## config.mk

```make
export PLATFORM = sky130hd
export DESIGN_NAME = wb_queue_flat
export DESIGN_NICKNAME = d
export VERILOG_FILES = /design/src/rtl/wb_queue_if.sv /design/src/rtl/wb_queue.sv /design/src/flat_wrapper.sv
export SDC_FILE = /design/constraint.sdc
export NUM_CORES = 1
export LEC_CHECK = 0
export BUFFER_PORTS_ARGS = -buffer_cell sky130_fd_sc_hd__buf_2
export CAP_MARGIN = 25
export CORE_MARGIN = 2
export CORE_UTILIZATION = 45
export CTS_CLUSTER_SIZE = 16
export DETAILED_ROUTE_END_ITERATION = 6
export PLACE_DENSITY = 0.65
export SYNTH_ARGS = -nofsm -noshare
export SYNTH_HDL_FRONTEND = slang
export SYNTH_SLANG_ARGS = --single-unit
```

## constraint.sdc

```tcl
create_clock -name clk -period 3.2 [get_ports clk]
set_clock_uncertainty 0.15 [all_clocks]
set_input_delay 0.32 -clock clk [delete_from_list [all_inputs] [get_ports clk]]
set_output_delay 0.32 -clock clk [all_outputs]
set_load 0.1 [all_outputs]
```

## src/rtl/wb_queue_if.sv

```systemverilog
// Writeback queue bundle: producer handshake, register-file write port and scoreboard lookup.
// The forwarding outputs exist only when WBQ_FORWARD_EN is defined.
interface wb_queue_if #(
  parameter int DATA_WIDTH    = 32,
  parameter int ADDRESS_WIDTH = 5,
  parameter int DEPTH         = 4
);
  localparam int CNT_W = $clog2(DEPTH) + 1;

  logic                     in_valid;
  logic                     in_ready;
  logic [ADDRESS_WIDTH-1:0] in_rd;
  logic [DATA_WIDTH-1:0]    in_data;
  logic                     port_busy;
  logic                     WE3;
  logic [ADDRESS_WIDTH-1:0] AD3;
  logic [DATA_WIDTH-1:0]    WD3;
  logic [ADDRESS_WIDTH-1:0] chk_addr1;
  logic [ADDRESS_WIDTH-1:0] chk_addr2;
  logic                     chk_busy1;
  logic                     chk_busy2;
  logic [CNT_W-1:0]         count;
  logic                     full;
  logic                     empty;
`ifdef WBQ_FORWARD_EN
  logic                     fwd_hit1;
  logic                     fwd_hit2;
  logic [DATA_WIDTH-1:0]    fwd_data1;
  logic [DATA_WIDTH-1:0]    fwd_data2;

  modport master (
    output in_valid, in_rd, in_data, port_busy, chk_addr1, chk_addr2,
    input  in_ready, WE3, AD3, WD3, chk_busy1, chk_busy2, count, full, empty,
    input  fwd_hit1, fwd_hit2, fwd_data1, fwd_data2
  );
  modport slave (
    input  in_valid, in_rd, in_data, port_busy, chk_addr1, chk_addr2,
    output in_ready, WE3, AD3, WD3, chk_busy1, chk_busy2, count, full, empty,
    output fwd_hit1, fwd_hit2, fwd_data1, fwd_data2
  );
`else
  modport master (
    output in_valid, in_rd, in_data, port_busy, chk_addr1, chk_addr2,
    input  in_ready, WE3, AD3, WD3, chk_busy1, chk_busy2, count, full, empty
  );
  modport slave (
    input  in_valid, in_rd, in_data, port_busy, chk_addr1, chk_addr2,
    output in_ready, WE3, AD3, WD3, chk_busy1, chk_busy2, count, full, empty
  );
`endif
endinterface

```

## src/rtl/wb_queue.sv

```systemverilog
// In-order writeback queue feeding the register file write port, with pending-write scoreboard.
// Optional WBQ_FORWARD_EN adds youngest-match data forwarding for the two source lookups.
module wb_queue #(
  parameter int DATA_WIDTH    = 32,
  parameter int ADDRESS_WIDTH = 5,
  parameter int DEPTH         = 4
) (
  input logic     clk,
  input logic     rst,
  wb_queue_if.slave bus
);
  localparam int PTR_W = $clog2(DEPTH);
  localparam int CNT_W = PTR_W + 1;

  logic [PTR_W-1:0]         head;
  logic [PTR_W-1:0]         tail;
  logic [CNT_W-1:0]         cnt;
  logic [DEPTH-1:0]         vld;
  logic [ADDRESS_WIDTH-1:0] rd_q   [DEPTH];
  logic [DATA_WIDTH-1:0]    data_q [DEPTH];

  logic full, empty, enq, deq;
  logic busy1, busy2;

  assign full  = (cnt == CNT_W'(DEPTH));
  assign empty = (cnt == '0);
  // x0 results complete the handshake but are never stored
  assign enq   = bus.in_valid && !full && (bus.in_rd != '0);
  assign deq   = !empty && !bus.port_busy;

  assign bus.in_ready = !full;
  assign bus.full     = full;
  assign bus.empty    = empty;
  assign bus.count    = cnt;
  assign bus.WE3      = deq;
  assign bus.AD3      = empty ? '0 : rd_q[head];
  assign bus.WD3      = empty ? '0 : data_q[head];

  always_ff @(posedge clk or posedge rst) begin
    if (rst) begin
      head <= '0;
      tail <= '0;
      cnt  <= '0;
      vld  <= '0;
    end else begin
      if (enq) begin
        vld[tail] <= 1'b1;
        tail      <= tail + PTR_W'(1);
      end
      if (deq) begin
        vld[head] <= 1'b0;
        head      <= head + PTR_W'(1);
      end
      case ({enq, deq})
        2'b10:   cnt <= cnt + CNT_W'(1);
        2'b01:   cnt <= cnt - CNT_W'(1);
        default: cnt <= cnt;
      endcase
    end
  end

  // Entry payload carries no reset; valid bits gate every use of it
  always_ff @(posedge clk) begin
    if (enq) begin
      rd_q[tail]   <= bus.in_rd;
      data_q[tail] <= bus.in_data;
    end
  end

  always_comb begin
    busy1 = 1'b0;
    busy2 = 1'b0;
    for (int i = 0; i < DEPTH; i++) begin
      if (vld[i] && (rd_q[i] == bus.chk_addr1)) busy1 = 1'b1;
      if (vld[i] && (rd_q[i] == bus.chk_addr2)) busy2 = 1'b1;
    end
  end

  assign bus.chk_busy1 = busy1 && (bus.chk_addr1 != '0);
  assign bus.chk_busy2 = busy2 && (bus.chk_addr2 != '0);

`ifdef WBQ_FORWARD_EN
  logic [PTR_W-1:0]      idx;
  logic [DATA_WIDTH-1:0] fd1, fd2;

  // Walk oldest to youngest so the last match left standing is the youngest
  always_comb begin
    idx = head;
    fd1 = '0;
    fd2 = '0;
    for (int k = 0; k < DEPTH; k++) begin
      idx = head + PTR_W'(k);
      if (vld[idx] && (rd_q[idx] == bus.chk_addr1)) fd1 = data_q[idx];
      if (vld[idx] && (rd_q[idx] == bus.chk_addr2)) fd2 = data_q[idx];
    end
  end

  assign bus.fwd_hit1  = bus.chk_busy1;
  assign bus.fwd_hit2  = bus.chk_busy2;
  assign bus.fwd_data1 = bus.chk_busy1 ? fd1 : '0;
  assign bus.fwd_data2 = bus.chk_busy2 ? fd2 : '0;
`endif

endmodule

```

## src/flat_wrapper.sv

```systemverilog
// flat-port wrapper written by rule: the top's interface ports become plain ports
module wb_queue_flat 
#(
  parameter int DATA_WIDTH    = 32,
  parameter int ADDRESS_WIDTH = 5,
  parameter int DEPTH         = 4
)
  (clk, rst, bus_in_valid, bus_in_rd, bus_in_data, bus_port_busy, bus_chk_addr1, bus_chk_addr2, bus_in_ready, bus_WE3, bus_AD3, bus_WD3, bus_chk_busy1, bus_chk_busy2, bus_count, bus_full, bus_empty);
  wb_queue_if #(.DATA_WIDTH(DATA_WIDTH), .ADDRESS_WIDTH(ADDRESS_WIDTH), .DEPTH(DEPTH)) bus_i ();
  input logic clk;
  input logic rst;
  input wire logic [$bits(bus_i.in_valid)-1:0] bus_in_valid;
  input wire logic [$bits(bus_i.in_rd)-1:0] bus_in_rd;
  input wire logic [$bits(bus_i.in_data)-1:0] bus_in_data;
  input wire logic [$bits(bus_i.port_busy)-1:0] bus_port_busy;
  input wire logic [$bits(bus_i.chk_addr1)-1:0] bus_chk_addr1;
  input wire logic [$bits(bus_i.chk_addr2)-1:0] bus_chk_addr2;
  output wire logic [$bits(bus_i.in_ready)-1:0] bus_in_ready;
  output wire logic [$bits(bus_i.WE3)-1:0] bus_WE3;
  output wire logic [$bits(bus_i.AD3)-1:0] bus_AD3;
  output wire logic [$bits(bus_i.WD3)-1:0] bus_WD3;
  output wire logic [$bits(bus_i.chk_busy1)-1:0] bus_chk_busy1;
  output wire logic [$bits(bus_i.chk_busy2)-1:0] bus_chk_busy2;
  output wire logic [$bits(bus_i.count)-1:0] bus_count;
  output wire logic [$bits(bus_i.full)-1:0] bus_full;
  output wire logic [$bits(bus_i.empty)-1:0] bus_empty;
  assign bus_i.in_valid = bus_in_valid;
  assign bus_i.in_rd = bus_in_rd;
  assign bus_i.in_data = bus_in_data;
  assign bus_i.port_busy = bus_port_busy;
  assign bus_i.chk_addr1 = bus_chk_addr1;
  assign bus_i.chk_addr2 = bus_chk_addr2;
  assign bus_in_ready = bus_i.in_ready;
  assign bus_WE3 = bus_i.WE3;
  assign bus_AD3 = bus_i.AD3;
  assign bus_WD3 = bus_i.WD3;
  assign bus_chk_busy1 = bus_i.chk_busy1;
  assign bus_chk_busy2 = bus_i.chk_busy2;
  assign bus_count = bus_i.count;
  assign bus_full = bus_i.full;
  assign bus_empty = bus_i.empty;
  wb_queue #(.DATA_WIDTH(DATA_WIDTH), .ADDRESS_WIDTH(ADDRESS_WIDTH), .DEPTH(DEPTH)) u_core (.clk(clk), .rst(rst), .bus(bus_i));
endmodule
```

# Word-level counts from Yosys, hierarchy flattened
# Memories as Yosys holds them, arrays and structs flattened.
# Cells that the tools add are included.
[classes]
add_sub_neg = 4
n_lt_le_gt_ge = 4
n_eq_ne = 11
mux = 19
n_bitwise = 3
n_reduce_logical = 23
[op_table]
columns = ["op", "count"]
rows = [
  ["equality test 5 bit", 8],
  ["2-to-1 mux 32 bit", 1],
  ["logical AND 1 bit", 15],
  ["nonzero test 5 bit", 3],
  ["2-to-1 mux 1 bit", 12],
  ["2-to-1 mux 4 bit", 2],
  ["< comparator 2 x 3 -> 1 bit (second input constant)", 2],
  ["one-hot mux 3 bit (2 select lines)", 1],
  ["2-to-1 mux 5 bit", 1],
  ["adder 2 x 1 -> 2 bit (second input constant)", 2],
  ["bitwise AND 4 bit", 1],
  ["demux 1 bit (select 2 bit)", 2],
  ["greater-or-equal comparator 2 x 1 -> 1 bit (second input constant)", 2],
  ["NOT 4 bit", 1],
  ["bitwise OR 4 bit", 1],
  ["adder 3 x 1 -> 3 bit (second input constant)", 1],
  ["equality test 3 bit (second input constant)", 1],
  ["logical NOT 1 bit", 3],
  ["logical NOT 3 bit", 1],
  ["subtractor 3 x 1 -> 3 bit (second input constant)", 1],
  ["equality test 2 x 1 -> 1 bit (second input constant)", 1],
  ["equality test 2 bit (second input constant)", 1],
  ["nonzero test 2 bit", 1],
]
[word_totals]
ff_bits = 11
mem_bits_rw = 148
inputBits = 51
out_inout_bits = 46
n_memories = 2
[mem_list]
columns = ["name", "words", "width", "rd", "rd_clocked_by_memory_dff", "write_ports", "line_no", "rtl"]
rows = [
  ["u_core.data_q", 4, 32, 1, 0, 1, "wb_queue.sv:20", "logic [DATA_WIDTH-1:0] data_q [DEPTH];"],
  ["u_core.rd_q", 4, 5, 5, 0, 1, "wb_queue.sv:19", "logic [ADDRESS_WIDTH-1:0] rd_q [DEPTH];"],
]

# Logic depth before layout (Yosys ltp)
[logic_depth]
ltp_word = 8
ltp_mapped = 10
depth_no_buf = 10

# Worst setup path before layout
# OpenSTA, ideal clock, no wires.
[synth_timing]
kind = "reg2out"
start = "reg u_core.cnt[0], in the netlist u_core.bus.count[0]"
end = "out bus_AD3[1]"
arrival_ps = 3331
slack_ps = -601
stages_incl_launch_ff = 4
path_buffers = 1
cell_sequence = "dfrtp_1 > nor3_1 > clkbuf_1 > nor2b_1"
[synth_between]
elab_chain_cells = 2
[synth_lines]
columns = ["item", "line_no", "rtl"]
rows = [
  ["start: declaration", "wb_queue.sv:17", "logic [CNT_W-1:0] cnt;"],
  ["start signal: assignment", "wb_queue.sv:55", "2'b10: cnt <= cnt + CNT_W'(1);"],
  ["start signal: assignment", "wb_queue.sv:56", "2'b01: cnt <= cnt - CNT_W'(1);"],
  ["start signal: assignment", "wb_queue.sv:57", "default: cnt <= cnt;"],
  ["logical NOT 3 bit", "wb_queue.sv:26", "assign empty = (cnt == '0);"],
  ["named net bus_empty", "flat_wrapper.sv:26", "output wire logic [$bits(bus_i.empty)-1:0] bus_empty;"],
  ["2-to-1 mux 5 bit", "wb_queue.sv:36", "assign bus.AD3 = empty ? '0 : rd_q[head];"],
  ["end: declaration", "flat_wrapper.sv:20", "output wire logic [$bits(bus_i.AD3)-1:0] bus_AD3;"],
]
# The timed path passes the listed nets, and every way through them passes these cells.

# Worst setup path after layout
[layout_timing]
start = "reg u_core.head[0]"
end = "out bus_WD3[6]"
[layout_between]
elab_chain_cells = 2
[layout_lines]
columns = ["item", "line_no", "rtl"]
rows = [
  ["start: declaration", "wb_queue.sv:15", "logic [PTR_W-1:0] head;"],
  ["start signal: assignment", "wb_queue.sv:52", "head <= head + PTR_W'(1);"],
  ["memory (4 x 32 bit)", "--", ""],
  ["2-to-1 mux 32 bit", "wb_queue.sv:37", "assign bus.WD3 = empty ? '0 : data_q[head];"],
  ["end: declaration", "flat_wrapper.sv:21", "output wire logic [$bits(bus_i.WD3)-1:0] bus_WD3;"],
]
# No other way between the ends.

==> metrics.cfg <==
[run_status]
status=completed

[hold_path]
min_path_cells=1
hold_class=primary input to flip-flop
hp-start=bus_in_rd[4]
hold_end=u_core.rd_q[3][4]

[routing]
drc=0
drt-pass1-iter-count=5
vias_per_cell=5.184
final_antenna_net_count=0
avgRoutedWirePerCell_um=19.47
dr_total_vias=3598
routed_wl_um=13510
drt-initial-drc-count=148

[clock_network]
cts_resized=0
cts_buffers=17
cts_max_level=4
cts_root_buf=clkbuf_16
cts.sinks=159
clk_transition_reported_paths_ns=0.06
clk_latency_ns=0.42
hold_buffers=37
post_cts_buffers=0
cts_tree=yes
cts_buffer_depth=2

[cells_and_area]
area_growth_pct=24.40
fill_cells=1111
fin_nets=557
drive_gt1_share_pct=36.74
final_area_sq_um=8408
final_util_pct=57.63

[placed_design]
dpl_cell_area_sq_um=7441
port_buffers=96
globalplace.congestion=0.8797
place.detailed.hpwl_um=8164
place_ws_ns=0.6662

[grt]
gr-total-overflow=0
grt_pass1_vias=3892
antenna_found_initial=1
grt_max_degree=39
grt_usage_pct=17.65
grt_pass1_wl_um=20820

[worst_setup_path]
critPathLaunchType=flip-flop
reg2regPathDepth=10
cp.required_ns=2.73
r2r_start=u_core.bus.count[1]
setup.worst_path.end_class=output pin
regToRegSetupSlack_ns=1.00
cp_max_fo=34
worst-endpoint-arrival_ns=2.31
critPathKind=flip-flop to output pin
timing.rr.end=u_core.bus.count[2]

[logic_synthesis]
syn-num-nets=422
synth_ff_type=edfxtp_1
avgSynthCellArea_sq_um=18.72
syn_area_sq_um=6759
syn_inst=361
ys_seq_area_share_pct=69.83
synth.distinct_cells=29
ys_async_sr_fraction_pct=6.918
synth_edf_count=148
ys_ff_latch=159
yosysWarnings=0

[floorplan]
fp.dieH_um=126.6
core-area_sq_um=14590
fp.dieArea_sq_um=16020
num_io_pins=97
initial_utilization_pct=46.33
num_rows=44
die_w_um=126.6

[timing]
maxSlewViolCount=0
slew_headroom_pct=58.31
fin_ws_ns=0.4156
hold_violations=0
final.period_utilization_pct=87.01
min_period_ns=2.784
finalSetupViolCount=0
worstMarginPinSlew_ns=0.6253
finalSetupTns_ns=0
max_freq_mhz=359.1
rsz0062_at_grt=false

[run]
drv_cap=0

[registers in the layout, indices dropped and copies added (netlist names)]
| signal | flops |
|---|---|
| u_core.data_q | 128 |
| u_core.rd_q | 20 |
| u_core.vld | 4 |
| u_core.bus.count | 3 |
| u_core.head | 2 |
| u_core.tail | 2 |
[synthesized netlist by cell type, drive strengths merged, types with 2 or more instances]
library cell  instances  area share (%)
edfxtp              148              66
mux4                 37              12
nor2b                37             3.4
xor2                 34             4.4
clkbuf               13            0.72
dfrtp                11             4.1
xnor2                11             1.4
inv                  10            0.56
buf                   9            0.87
ha                    9             1.7
nand3                 9            0.67
nor4                  8            0.74
a2bb2oi               4            0.89
and2                  4            0.52
nand2                 2            0.11
nand4                 2            0.19
nor2                  2            0.15
o21a                  2            0.22
o21ai                 2            0.15
or4                   2            0.22
[worst max-delay path, cell delays in order (launching register included)]
cell and delay (ns):
dfrtp_2 0.52, buf_12 0.33, mux4_2 0.54, nor2b_1 0.16, buf_2 0.32
[worst max path at each step]
stage	startpoint	depth (start not counted)	end	slack (ns)
CTS	u_core.head[0]	4	bus_WD3[18]	0.35
global placement	bus_in_rd[0]	10	u_core.bus.count[2]	0.75
global route	u_core.head[0]	4	bus_WD3[6]	0.28
detailed placement	bus_in_rd[1]	10	u_core.bus.count[2]	0.67
finish	u_core.head[0]	4	bus_WD3[6]	0.42
floorplan	u_core.bus.count[0]	3	bus_WD3[18]	-0.06
[kinds of logic (layout without fill, tap and decap cells)]
family / after synthesis / count (layout) / share of synthesized area [%]
multiplexers: 38 / 38 / 12.48
adder cells (fa/ha/maj): 10 / 10 / 1.962
buffers and inverters: 32 / 180 / 2.147
AO/OA/AOI/OAI: 9 / 9 / 1.573
XOR/XNOR: 45 / 45 / 5.831
other: 0 / 1 / 0
flip-flops: 159 / 159 / 69.83
AND/OR/NAND/NOR: 68 / 68 / 6.183
[stage by stage]
| stage | cells | hold WS, ns |
|---|---|---|
| finish | 694 | 0.06221 |
| global route | 693 | 0.05447 |
| global placement | 624 | 0.1888 |
| detailed placement | 624 | 0.1980 |
| CTS | 693 | 0.04471 |
| floorplan | 361 | 0.02224 |
[area by class of cell]
type                       count  area (sq um)  share of cell area [%]
inverter                      10         37.54                  0.4464
sequential                   159          4726                   56.21
clock buffer                  17         425.4                   5.060
antenna                        1         2.502                 0.02976
multi-input combinational    170          1917                   22.80
tap                          184         230.2                   2.738
clock inverter                15         168.9                   2.009
timing repair buffer         138         900.9                   10.71
[metal layers]
layer  track usage, %  share of wire (%)  vias up
met3            4.724                4.8       22
met5                0                  0        -
li1                 -                  -     1661
met4            7.886                2.0        0
met1            21.68                 42     1834
met2            29.47                 51       81
[cell usage in the layout, fill, tap and decap left out, types with 2 or more instances in the layout]
cell type,synthesis,final
edfxtp_1,148,148
buf_2,5,96
mux4_2,37,37
dlygate4sd3_1,0,37
nor2b_1,37,34
xor2_1,34,34
clkbuf_16,0,17
xnor2_1,11,11
inv_1,10,10
ha_1,9,9
nor4_1,8,8
nand3_1,9,8
clkinvlp_4,0,6
dfrtp_1,11,6
dfrtp_2,0,5
and2_4,4,4
a2bb2oi_2,4,4
buf_4,1,4
nor2b_2,0,3
bufinv_16,0,3
clkinv_1,0,3
or4_1,2,2
nand4_1,2,2
o21a_1,2,2
nand2_1,2,2
o21ai_0,2,2
inv_6,0,2
Power is left out: the tool's default activity adds up to more than one toggle a clock period on the data nets, which glitch-free logic cannot reach.
